`src/rtl/float_convert_seq.sv`:
```
// float_convert_seq: iterative float<->integer converter (FCVT).
// Aligns one bit per cycle, rounds per RISC-V rm and reports fflags.
package fpu_cvt_pkg;
   typedef enum logic [2:0] {
      FUNCT_W_H  = 3'd0,
      FUNCT_WU_H = 3'd1,
      FUNCT_H_W  = 3'd2,
      FUNCT_H_WU = 3'd3
   } fpu_cvt_type_t;
endpackage

module float_convert_seq
   import fpu_cvt_pkg::*;
#(
   parameter int EXPONENT_WIDTH = 5,
   parameter int FRACTION_WIDTH = 10,
   parameter int INT_WIDTH      = 32
) (
   input  logic          CLK,
   input  logic          RST,
   input  logic          in_valid,
   output logic          in_ready,
   input  logic [31:0]   in,
   input  fpu_cvt_type_t cvt_type,
   input  logic [2:0]    rm,
   output logic          out_valid,
   input  logic          out_ready,
   output logic [31:0]   out,
   output logic [4:0]    flags
);
   localparam int EW   = EXPONENT_WIDTH;
   localparam int FW   = FRACTION_WIDTH;
   localparam int IW   = INT_WIDTH;
   localparam int FLW  = 1 + EW + FW;
   localparam int BIAS = 2**(EW-1) - 1;
   localparam int EMAX = 2**EW - 1;
   localparam int CW   = 8;
   localparam int XW   = 16;

   localparam logic signed [XW-1:0] IW_S  = XW'(IW);
   localparam logic signed [XW-1:0] FW_S  = XW'(FW);
   localparam logic signed [XW-1:0] RCL_S = XW'(FW + 2);

   localparam logic [IW:0] LIM_POS = {2'b00, {(IW-1){1'b1}}};
   localparam logic [IW:0] LIM_NEG = {2'b01, {(IW-1){1'b0}}};
   localparam logic [31-FLW:0] BOX = '1;

   typedef enum logic [1:0] {IDLE, ALIGN, ROUND, HOLD} state_t;

   state_t               state_q, state_d;
   logic [IW-1:0]        mag_q, mag_d;
   logic [CW-1:0]        cnt_q, cnt_d;
   logic                 guard_q, guard_d;
   logic                 sticky_q, sticky_d;
   logic                 neg_q, neg_d;
   logic                 left_q, left_d;
   fpu_cvt_type_t        cvt_q, cvt_d;
   logic [2:0]           rm_q, rm_d;
   logic [31:0]          out_q, out_d;
   logic [4:0]           flags_q, flags_d;

   function automatic logic rnd_inc(
      input logic [2:0] m,
      input logic       ng,
      input logic       l,
      input logic       g,
      input logic       s
   );
      case (m)
         3'd1:    rnd_inc = 1'b0;
         3'd2:    rnd_inc = ng & (g | s);
         3'd3:    rnd_inc = ~ng & (g | s);
         3'd4:    rnd_inc = g;
         default: rnd_inc = g & (l | s);
      endcase
   endfunction

   // operand decode for the accept cycle
   logic                 in_sign;
   logic [EW-1:0]        in_exp;
   logic [FW-1:0]        in_frac;
   logic                 in_is_nan;
   logic [XW-1:0]        eff_exp;
   logic signed [XW-1:0] e_unb;
   logic signed [XW-1:0] rsh;
   logic [IW-1:0]        sat_val;
   logic [IW-1:0]        int_op;
   logic                 int_neg;
   logic [IW-1:0]        int_abs;

   assign in_sign   = in[FLW-1];
   assign in_exp    = in[FLW-2 -: EW];
   assign in_frac   = in[FW-1:0];
   assign in_is_nan = (in_exp == '1) && (in_frac != '0);
   assign eff_exp   = (in_exp == '0) ? XW'(1) : XW'(in_exp);
   assign e_unb     = $signed(eff_exp) - $signed(XW'(BIAS));
   assign rsh       = FW_S - e_unb;
   assign int_op    = in[IW-1:0];
   assign int_neg   = (cvt_type == FUNCT_H_W) & int_op[IW-1];
   assign int_abs   = int_neg ? (~int_op + 1'b1) : int_op;

   // saturation value for NaN/Inf/out-of-range operands
   always_comb begin
      sat_val = '0;
      if (cvt_type == FUNCT_W_H) begin
         if (in_is_nan || !in_sign) sat_val = {1'b0, {(IW-1){1'b1}}};
         else sat_val = {1'b1, {(IW-1){1'b0}}};
      end else if (in_is_nan || !in_sign) begin
         sat_val = '1;
      end
   end

   // float->int rounding of the aligned magnitude
   logic          f_inc;
   logic [IW:0]   rnd_mag;
   logic [IW-1:0] neg_mag;
   assign f_inc   = rnd_inc(rm_q, neg_q, mag_q[0], guard_q, sticky_q);
   assign rnd_mag = {1'b0, mag_q} + (IW+1)'(f_inc);
   assign neg_mag = ~rnd_mag[IW-1:0] + 1'b1;

   // int->float rounding of the normalised magnitude
   logic [FW-1:0]  i_frac;
   logic           i_g;
   logic           i_s;
   logic           i_inc;
   logic [FW+1:0]  i_mant;
   logic [XW-1:0]  i_exp;
   logic           i_sat_max;
   logic [FLW-1:0] i_res;
   logic [FLW-1:0] i_inf;
   logic [FLW-1:0] i_max;
   assign i_frac = mag_q[IW-2 -: FW];
   assign i_g    = mag_q[IW-2-FW];
   assign i_s    = |mag_q[IW-3-FW:0];
   assign i_inc  = rnd_inc(rm_q, neg_q, i_frac[0], i_g, i_s);
   assign i_mant = {2'b01, i_frac} + (FW+2)'(i_inc);
   assign i_exp  = XW'(BIAS + IW - 1) - XW'(cnt_q)
                 + XW'(i_mant[FW+1]);
   assign i_sat_max = (rm_q == 3'd1)
                    | ((rm_q == 3'd2) & ~neg_q)
                    | ((rm_q == 3'd3) & neg_q);
   assign i_res = {neg_q, i_exp[EW-1:0], i_mant[FW-1:0]};
   assign i_inf = {neg_q, {EW{1'b1}}, {FW{1'b0}}};
   assign i_max = {neg_q, EW'(EMAX - 1), {FW{1'b1}}};

   // next-state, datapath and result computation
   always_comb begin
      state_d  = state_q;
      mag_d    = mag_q;
      cnt_d    = cnt_q;
      guard_d  = guard_q;
      sticky_d = sticky_q;
      neg_d    = neg_q;
      left_d   = left_q;
      cvt_d    = cvt_q;
      rm_d     = rm_q;
      out_d    = out_q;
      flags_d  = flags_q;
      unique case (state_q)
         IDLE: begin
            if (in_valid) begin
               cvt_d    = cvt_type;
               rm_d     = rm;
               guard_d  = 1'b0;
               sticky_d = 1'b0;
               cnt_d    = '0;
               left_d   = 1'b1;
               unique case (cvt_type)
                  FUNCT_W_H, FUNCT_WU_H: begin
                     neg_d = in_sign;
                     mag_d = IW'({in_exp != '0, in_frac});
                     if (in_exp == '1 || e_unb >= IW_S) begin
                        state_d = HOLD;
                        out_d   = 32'(sat_val);
                        flags_d = 5'b10000;
                     end else if (in_exp == '0 && in_frac == '0) begin
                        state_d = HOLD;
                        out_d   = '0;
                        flags_d = '0;
                     end else if (e_unb >= FW_S) begin
                        cnt_d   = CW'(e_unb - FW_S);
                        state_d = (e_unb == FW_S) ? ROUND : ALIGN;
                     end else begin
                        left_d  = 1'b0;
                        cnt_d   = (rsh > RCL_S) ? CW'(FW + 2) : CW'(rsh);
                        state_d = ALIGN;
                     end
                  end
                  FUNCT_H_W, FUNCT_H_WU: begin
                     neg_d = int_neg;
                     mag_d = int_abs;
                     if (int_abs == '0) begin
                        state_d = HOLD;
                        out_d   = {BOX, {FLW{1'b0}}};
                        flags_d = '0;
                     end else begin
                        state_d = int_abs[IW-1] ? ROUND : ALIGN;
                     end
                  end
                  default: begin
                     state_d = HOLD;
                     out_d   = '0;
                     flags_d = '0;
                  end
               endcase
            end
         end
         ALIGN: begin
            if (cvt_q == FUNCT_H_W || cvt_q == FUNCT_H_WU) begin
               mag_d = mag_q << 1;
               cnt_d = cnt_q + 1'b1;
               if (mag_q[IW-2]) state_d = ROUND;
            end else if (left_q) begin
               mag_d = mag_q << 1;
               cnt_d = cnt_q - 1'b1;
               if (cnt_q == CW'(1)) state_d = ROUND;
            end else begin
               mag_d    = mag_q >> 1;
               guard_d  = mag_q[0];
               sticky_d = sticky_q | guard_q;
               cnt_d    = cnt_q - 1'b1;
               if (cnt_q == CW'(1)) state_d = ROUND;
            end
         end
         ROUND: begin
            state_d = HOLD;
            flags_d = '0;
            out_d   = '0;
            if (cvt_q == FUNCT_H_W || cvt_q == FUNCT_H_WU) begin
               if (i_exp >= XW'(EMAX)) begin
                  out_d   = {BOX, i_sat_max ? i_max : i_inf};
                  flags_d = 5'b00101;
               end else begin
                  out_d   = {BOX, i_res};
                  flags_d = {4'b0000, i_g | i_s};
               end
            end else if (cvt_q == FUNCT_W_H) begin
               if (neg_q ? (rnd_mag > LIM_NEG) : (rnd_mag > LIM_POS)) begin
                  out_d   = neg_q ? 32'(LIM_NEG[IW-1:0])
                                  : 32'(LIM_POS[IW-1:0]);
                  flags_d = 5'b10000;
               end else begin
                  out_d   = 32'(neg_q ? neg_mag : rnd_mag[IW-1:0]);
                  flags_d = {4'b0000, guard_q | sticky_q};
               end
            end else begin
               if (neg_q) begin
                  flags_d = (rnd_mag != '0) ? 5'b10000
                          : {4'b0000, guard_q | sticky_q};
               end else if (rnd_mag[IW]) begin
                  out_d   = 32'({IW{1'b1}});
                  flags_d = 5'b10000;
               end else begin
                  out_d   = 32'(rnd_mag[IW-1:0]);
                  flags_d = {4'b0000, guard_q | sticky_q};
               end
            end
         end
         HOLD: begin
            if (out_ready) state_d = IDLE;
         end
      endcase
   end

   // state and datapath registers
   always_ff @(posedge CLK or posedge RST) begin
      if (RST) begin
         state_q  <= IDLE;
         mag_q    <= '0;
         cnt_q    <= '0;
         guard_q  <= 1'b0;
         sticky_q <= 1'b0;
         neg_q    <= 1'b0;
         left_q   <= 1'b0;
         cvt_q    <= FUNCT_W_H;
         rm_q     <= '0;
         out_q    <= '0;
         flags_q  <= '0;
      end else begin
         state_q  <= state_d;
         mag_q    <= mag_d;
         cnt_q    <= cnt_d;
         guard_q  <= guard_d;
         sticky_q <= sticky_d;
         neg_q    <= neg_d;
         left_q   <= left_d;
         cvt_q    <= cvt_d;
         rm_q     <= rm_d;
         out_q    <= out_d;
         flags_q  <= flags_d;
      end
   end

   assign in_ready  = (state_q == IDLE);
   assign out_valid = (state_q == HOLD);
   assign out       = out_q;
   assign flags     = flags_q;

endmodule

```
`config.mk`:
```
export PLATFORM = sky130hd
export DESIGN_NAME = float_convert_seq
export DESIGN_NICKNAME = d
export VERILOG_FILES = /design/src/rtl/float_convert_seq.sv
export SDC_FILE = /design/constraint.sdc
export NUM_CORES = 1
export LEC_CHECK = 0
export CORE_MARGIN = 5
export CORE_UTILIZATION = 65
export DETAILED_ROUTE_END_ITERATION = 6
export HOLD_SLACK_MARGIN = 0.03
export PLACE_DENSITY = 0.95
export SYNTH_ARGS = -nofsm -noshare
export SYNTH_HDL_FRONTEND = slang
export SYNTH_SLANG_ARGS = --single-unit
```
`constraint.sdc`:
```
create_clock -name CLK -period 9.5 [get_ports CLK]
set_input_delay 1.9 -clock CLK [delete_from_list [all_inputs] [get_ports CLK]]
set_output_delay 1.9 -clock CLK [all_outputs]
set_load 0.05 [all_outputs]
```
==> results.ini, run 1 <==
[yosys]
synth_area_sq_um = 9344
synth-main-ff-cell = dfrtp_1
yosysWarningCount = 0
synth_top_area_share_pct = 23.30
synth_seq_cells = 87
synth.area.top_cells = dfrtp_1, a21oi_1, nor2_1
yosysSeqAreaShare_pct = 23.30
synth.distinct_cells = 82
synth_edf_count = 0
async_flop_share_pct = 100.0
synth_area_leader_cell = dfrtp_1
synth_cells = 1318
avgSynthCellArea_sq_um = 7.090

[worst_setup_path]
cp-startpoint = in[13]
crit_fanout = 46
path_delay_family = simple AND/OR/NAND/NOR gates
cp.arrival_ns = 7.40
crit_type = input pin to flip-flop
r2r_start = neg_q
cp_data_required_time_ns = 9.64
max_stage_delay_ns = 1.12
end_kind = flip-flop
cpMaxStageDelayCell = nor3b_1
crit_buf_inv = 2
startpoint_type = input pin
crit_chain = clkdlybuf4s50_1, nor4_1, nand4_1, o41ai_1, xor2_1, nand3_1, nor4_1, nand4_1, a21oi_4, buf_4, nor3b_1, a311oi_1

[routing]
drtAntennaViolNets = 0
drt-initial-drc-count = 1599
viasPerCell = 7.131
first_pass_iters = 7
wl_per_cell_microns = 21.06
drc = 1
wirelength_microns = 31610
dr_total_vias = 10700

[die]
ios = 81
die_area_sq_um = 16870
core.rowCount = 43
die_w_microns = 129.9
start_util_pct = 66.80
die_h_microns = 129.9
core_area_sq_um = 13990

[timing]
tns_ns = 0
worst_slack_ns = 2.244
max-slew-margin-rel_pct = 9.905
fin_worst_skew_ns = 0.01007
timing.fmax_mhz = 137.8
hold_viol_final = 0
rsz0062_at_grt = false
setup_violations = 0
worst_slew_pin_slew_ns = 1.349
fin_crit_ns = 7.256
fin_crit_sh_pct = 76.38
maxSlewViolCount = 0

[clock_network]
post_cts_hold_buffer_count = 0
clk_latency_ns = 0.36
post_cts_buffers = 0
cts_made_buffers = 9
root_buffer = clkbuf_16
clock_sinks = 87
ctsHtreeMaxLevel = 3
clkTransAtPathRegs_ns = 0.07
clockBufferDepth = 2
cts_resized = 0
tritoncts = yes

[placed_design]
placed_cell_area_sq_um = 10040
gp_congestion = 1.034
io_buffer_count = 78
hpwl_microns = 23320
dp_slack_ns = 2.126

[grt]
met2_usage_pct = 61.12
grt_pass1_wl_microns = 50380
antenna_found_initial = 0
met1_usage_pct = 45.60
track_usage_pct = 37.11
grt_overflow = 0
first_global_vias = 9707
grt-busiest-layer = met2
grt_max_degree = 88
grt_use_met3_pct = 6.836

[power_and_ir_drop]
ir_drop_v = 0.0001829
power.total_w = 0.003554
power.leakage_nw = 3.744
power.density_nw_per_um2 = 344.4

[layout]
area_delta_synth_final_pct = 10.46
drive_gt1_share_pct = 5.223
fin_nets = 1382
diodes = 0
fin_area_sq_um = 10320

[run_status]
violations = design-rule violations
status = finished with violations

[hold_path]
hold_path.class = flip-flop to flip-flop
hold_start = left_q

[job]
maxCapViolCount = 0

==> power by group <==
part	total, W	switching [W]	internal, W
combinational	0.00229	0.00148	0.000810
sequential	0.000916	0.000357	0.000559
clock	0.000346	0.000166	0.000180
total	0.00355	0.00200	0.00155
==> metrics by stage <==
stage                     cells  utilization [%]  hold WS [ns]
after global routing       1501            73.78        0.5255
after global placement     1485            71.80        0.4751
final                      1501            73.78        0.4976
after CTS                  1501            73.78        0.5011
after floorplan            1319                -        0.4635
after detailed placement   1485            71.80        0.4855
==> placed cells by master, fill, tap and decap left out, types with 7 or more instances in the layout <==
| cell type | instances |
|---|---|
| a211oi_1 | 12 |
| ha_1 | 24 |
| mux2_2 | 8 |
| a31oi_1 | 22 |
| nand3_1 | 72 |
| mux2i_1 | 17 |
| o31ai_1 | 12 |
| and3_1 | 14 |
| clkbuf_16 | 9 |
| inv_1 | 33 |
| or3_1 | 13 |
| buf_4 | 15 |
| or2_2 | 12 |
| nand2b_1 | 16 |
| clkdlybuf4s50_1 | 78 |
| and2_1 | 13 |
| xor2_1 | 32 |
| o22ai_1 | 13 |
| o22a_1 | 13 |
| o311ai_0 | 10 |
| xnor2_1 | 43 |
| nand2_1 | 138 |
| o211ai_1 | 9 |
| dfrtp_1 | 87 |
| nor4_1 | 35 |
| nor2b_1 | 8 |
| a311oi_1 | 11 |
| nand4_1 | 30 |
| o31a_1 | 9 |
| a21oi_1 | 118 |
| o21a_1 | 7 |
| nor2_1 | 143 |
| nor3_1 | 40 |
| or4_1 | 10 |
| o21ai_0 | 88 |
==> flip-flops by register name, summed over array words and instances (netlist names) <==
name	flops
rm_q	3
left_q	1
guard_q	1
cnt_q	8
sticky_q	1
out	32
flags	3
neg_q	1
state_q	2
mag_q	32
cvt_q	3
==> logic make-up after synthesis <==
kind of cell	count (synthesis)	share of synthesized area, %
and+or+nand+nor	578	31.04
other	1	0.04013
adders and majority gates	24	3.214
muxes	25	2.785
buffers and inverters	141	6.173
xor gates and xnor gates	75	7.030
DFF	87	23.30
AOI/OAI and AO/OA	387	26.42
==> worst paths after layout <==
check	endpoint	slack, ns	cells past startpoint
max in group asynchronous	mag_q[17]	6.54	3
worst min-delay path	left_q	0.50	2
min in group asynchronous	out[16]	2.19	3
worst min register to register	left_q	0.50	2
worst max-delay path	out[24]	2.24	12
worst max register to register	out[24]	2.54	17
==> layer usage <==
metal | vias to the layer above | routed length, microns | share of wire [%]
met4 | 0 | 2172 | 6.9
met2 | 812 | 14450 | 46
met1 | 4872 | 11460 | 36
li1 | 4853 | - | -
met3 | 167 | 3525 | 11
met5 | - | 0 | 0
==> worst reg2reg max path, stage by stage, from the launching register on <==
cell and delay (ns):
dfrtp_1 0.36, buf_4 0.27, ha_1 0.33, nor3b_1 0.39, a21oi_1 0.15, a211oi_1 0.31
ha_1 0.39, ha_1 0.42, and4_1 0.46, nand2_1 0.23, o31a_1 0.35, nor4_1 0.45
nand4_1 0.43, or4b_4 0.67, o21a_1 0.48, nor2_1 0.65, nand3_1 0.15, a311oi_1 0.35
==> cell usage after synthesis, drive strengths merged (14+ instances only) <==
| library cell | instances |
|---|---|
| mux2i | 17 |
| ha | 24 |
| buf | 27 |
| xnor2 | 43 |
| dfrtp | 87 |
| nand2b | 16 |
| nor3 | 42 |
| nand3 | 72 |
| a31oi | 22 |
| clkbuf | 80 |
| nand2 | 139 |
| nor2 | 143 |
| o22ai | 14 |
| nor4 | 36 |
| o21ai | 91 |
| xor2 | 32 |
| and3 | 14 |
| inv | 34 |
| a21oi | 119 |
| nand4 | 32 |
==> cell type report <==
type / count / area (sq um)
Timing Repair Buffer: 93 / 893.4
Tap cell: 180 / 225.2
Clock inverter: 7 / 52.55
Inverter: 34 / 128.9
Fill cell: 1134 / 3667
Sequential cell: 87 / 2177
Multi-Input combinational cell: 1091 / 6619
Clock buffer: 9 / 225.2
Note: power is estimated with default switching activity, not from simulation.
==> run 2: changes to the inputs <==
CORE_UTILIZATION = 60   (was 65)
PLACE_DENSITY = 0.89   (was 0.95)
clock period = 7.2 ns   (was 9.5 ns; I/O delays follow)
==> run 2 against run 1 <==
The flow now finishes without violations. Die area increased by 7.7%. Sequential share of layout area decreased by 0.23 points. Worst hold slack worse by 0.00074 ns. Combinational power is 30% higher. First-iteration DRC count up 2.4%. Power grew 32%. Register-to-register slack worse by 1.9 ns. Critical path type is now flip-flop to flip-flop. Global-route usage shrank 4.2 points. Utilization is 5.4 points lower. Clock-buffer cell count stayed put.
==> results.ini, run 2 (synthesized netlist as in run 1, its figures left out) <==
[die]
die_area_sq_um = 18170  ; +7.7%
core_area_sq_um = 15260  ; +9.1%
die_w_microns = 134.8  ; +3.8%
ios = 81  ; unchanged
die_h_microns = 134.8  ; +3.8%
start_util_pct = 61.24  ; -5.6 points
core.rowCount = 45  ; +4.7%

[routing]
wl_per_cell_microns = 19.86  ; -5.7%
drtAntennaViolNets = 0  ; unchanged
drt-initial-drc-count = 1637  ; +2.4%
viasPerCell = 6.842  ; -4.1%
dr_total_vias = 10500  ; -1.9%
drc = 0  ; -1
first_pass_iters = 7  ; unchanged
wirelength_microns = 30480  ; -3.6%

[timing]
fin_crit_ns = 6.608
tns_ns = 0  ; unchanged
hold_viol_final = 0  ; unchanged
rsz0062_at_grt = false
fin_crit_sh_pct = 91.77
fin_worst_skew_ns = 0.01005  ; -0.00002720 ns
maxSlewViolCount = 0  ; unchanged
setup_violations = 0  ; unchanged
max-slew-margin-rel_pct = 26.77  ; +17 points
whs_ns = 0.4969  ; -0.0007440 ns
timing.fmax_mhz = 151.3
worst_slew_pin_slew_ns = 1.097  ; -0.2513 ns

[layout]
fin_nets = 1385  ; +0.22%
drive_gt1_share_pct = 5.438  ; +0.21 points
multi_input_area_sq_um = 6619  ; unchanged
register_area_sq_um = 2177  ; unchanged
fillers = 1290  ; +14%
final_common_cell = nor2_1
area_delta_synth_final_pct = 11.68
final_cell_mix = nor2_1, nand2_1, a21oi_1, o21ai_0, dfrtp_1
diodes = 0  ; unchanged

[grt]
antenna_found_initial = 0  ; unchanged
grt_overflow = 0  ; unchanged
track_usage_pct = 32.94  ; -4.2 points
grt_max_degree = 51  ; -42%
first_global_vias = 9466  ; -2.5%
grt_pass1_wl_microns = 48720  ; -3.3%

[clock_network]
post_cts_buffers = 0  ; unchanged
root_buffer = clkbuf_16
ctsHtreeMaxLevel = 3  ; unchanged
cts_resized = 0  ; unchanged
clkTransAtPathRegs_ns = 0.07  ; about the same
clock_sinks = 87  ; unchanged
cts_made_buffers = 9  ; unchanged
clk_latency_ns = 0.36  ; about the same
tritoncts = yes
post_cts_hold_buffer_count = 0  ; unchanged
clockBufferDepth = 2  ; unchanged

[power_and_ir_drop]
ir_drop_v = 0.0002166  ; +18%
power.leakage_nw = 3.786  ; +1.1%
power.density_nw_per_um2 = 451.0  ; +31%

[placed_design]
io_buffer_count = 78  ; unchanged
gp_congestion = 1.042  ; +0.82%
hpwl_microns = 22500  ; -3.5%

[hold_path]
hold_path.class = flip-flop to flip-flop

[worst_setup_path]
crit_fanout = 21  ; -54%
startpoint_type = flip-flop
end_kind = flip-flop
cp.arrival_ns = 6.88  ; -0.52 ns
cp_data_required_time_ns = 7.47  ; -2.17 ns
crit_type = flip-flop to flip-flop

[job]
maxCapViolCount = 0  ; unchanged

[run_status]
status = finished, final reports clean

[run 2: changes by cell type in the layout (fill, tap and decap cells not counted), sizes merged]
cell and delta:
clkinvlp -1, bufinv +2, inv -2, clkinv +1
buf +3
[run 2: metrics by stage]
step	utilization [%]	worst slack [ns]	total power, W	std cells	area [sq um]
4_1_cts	68.39	0.6656	0.004625	1535	10440
3_3_place_gp	66.22	1.044	0.004015	1519	10100
3_5_place_dp	66.22	0.6765	0.004069	1519	10100
5_1_grt	68.39	0.1154	0.005011	1535	10440
2_1_floorplan	-	2.045	0.003281	1319	9348
6_report	68.39	0.5924	0.004706	1535	10440
[run 2: where the power goes]
part	leakage, nW	switching (W)	total (W)	internal (W)
Clock	0.163	0.000224	0.000533	0.000310
Combinational	2.57	0.00190	0.00297	0.00107
Sequential	1.05	0.000470	0.00121	0.000737
Total	3.79	0.00259	0.00471	0.00211
[run 2: layout make-up]
class	count	share of cell area [%]
multi-input combinational	1091	63.43
inverter	34	1.235
timing repair buffer	96	8.777
clock buffer	9	2.158
sequential	87	20.86
tap	211	2.530
clock inverter	7	1.007
[run 2: critical path, cell delays in order (launching register included)]
cell and delay [ns]:
dfrtp_1 0.47, nor3b_1 0.29, ha_1 0.16, nor3b_1 0.41
a21oi_1 0.15, a211oi_1 0.28, ha_1 0.30, ha_1 0.37
nand4_4 0.21, or4_1 0.72, or3_1 0.43, a211o_1 0.33
nand4b_4 0.21, or4_4 0.60, o21a_1 0.46, nor2_1 0.65
a311oi_1 0.21, a211oi_1 0.27
[run 2: routing by layer]
metal | part of all wire, % | GRT usage (%)
met5 | 0.072 | 0
met4 | 6.1 | 19.29
met3 | 10 | 6.036
met2 | 45 | 51.70
met1 | 38 | 42.47
[run 2: worst paths after layout]
| check | from | end | slack [ns] | cells after the start |
|---|---|---|---|---|
| max in group asynchronous | RST | state_q[1] | 4.62 | 3 |
| max | rm_q[2] | out[17] | 0.59 | 17 |
| min in group asynchronous | RST | out[20] | 1.48 | 2 |
| min | flags[4] | flags[4] | 0.50 | 1 |
| max reg2reg | rm_q[2] | out[17] | 0.59 | 17 |
| min reg2reg | flags[4] | flags[4] | 0.50 | 1 |
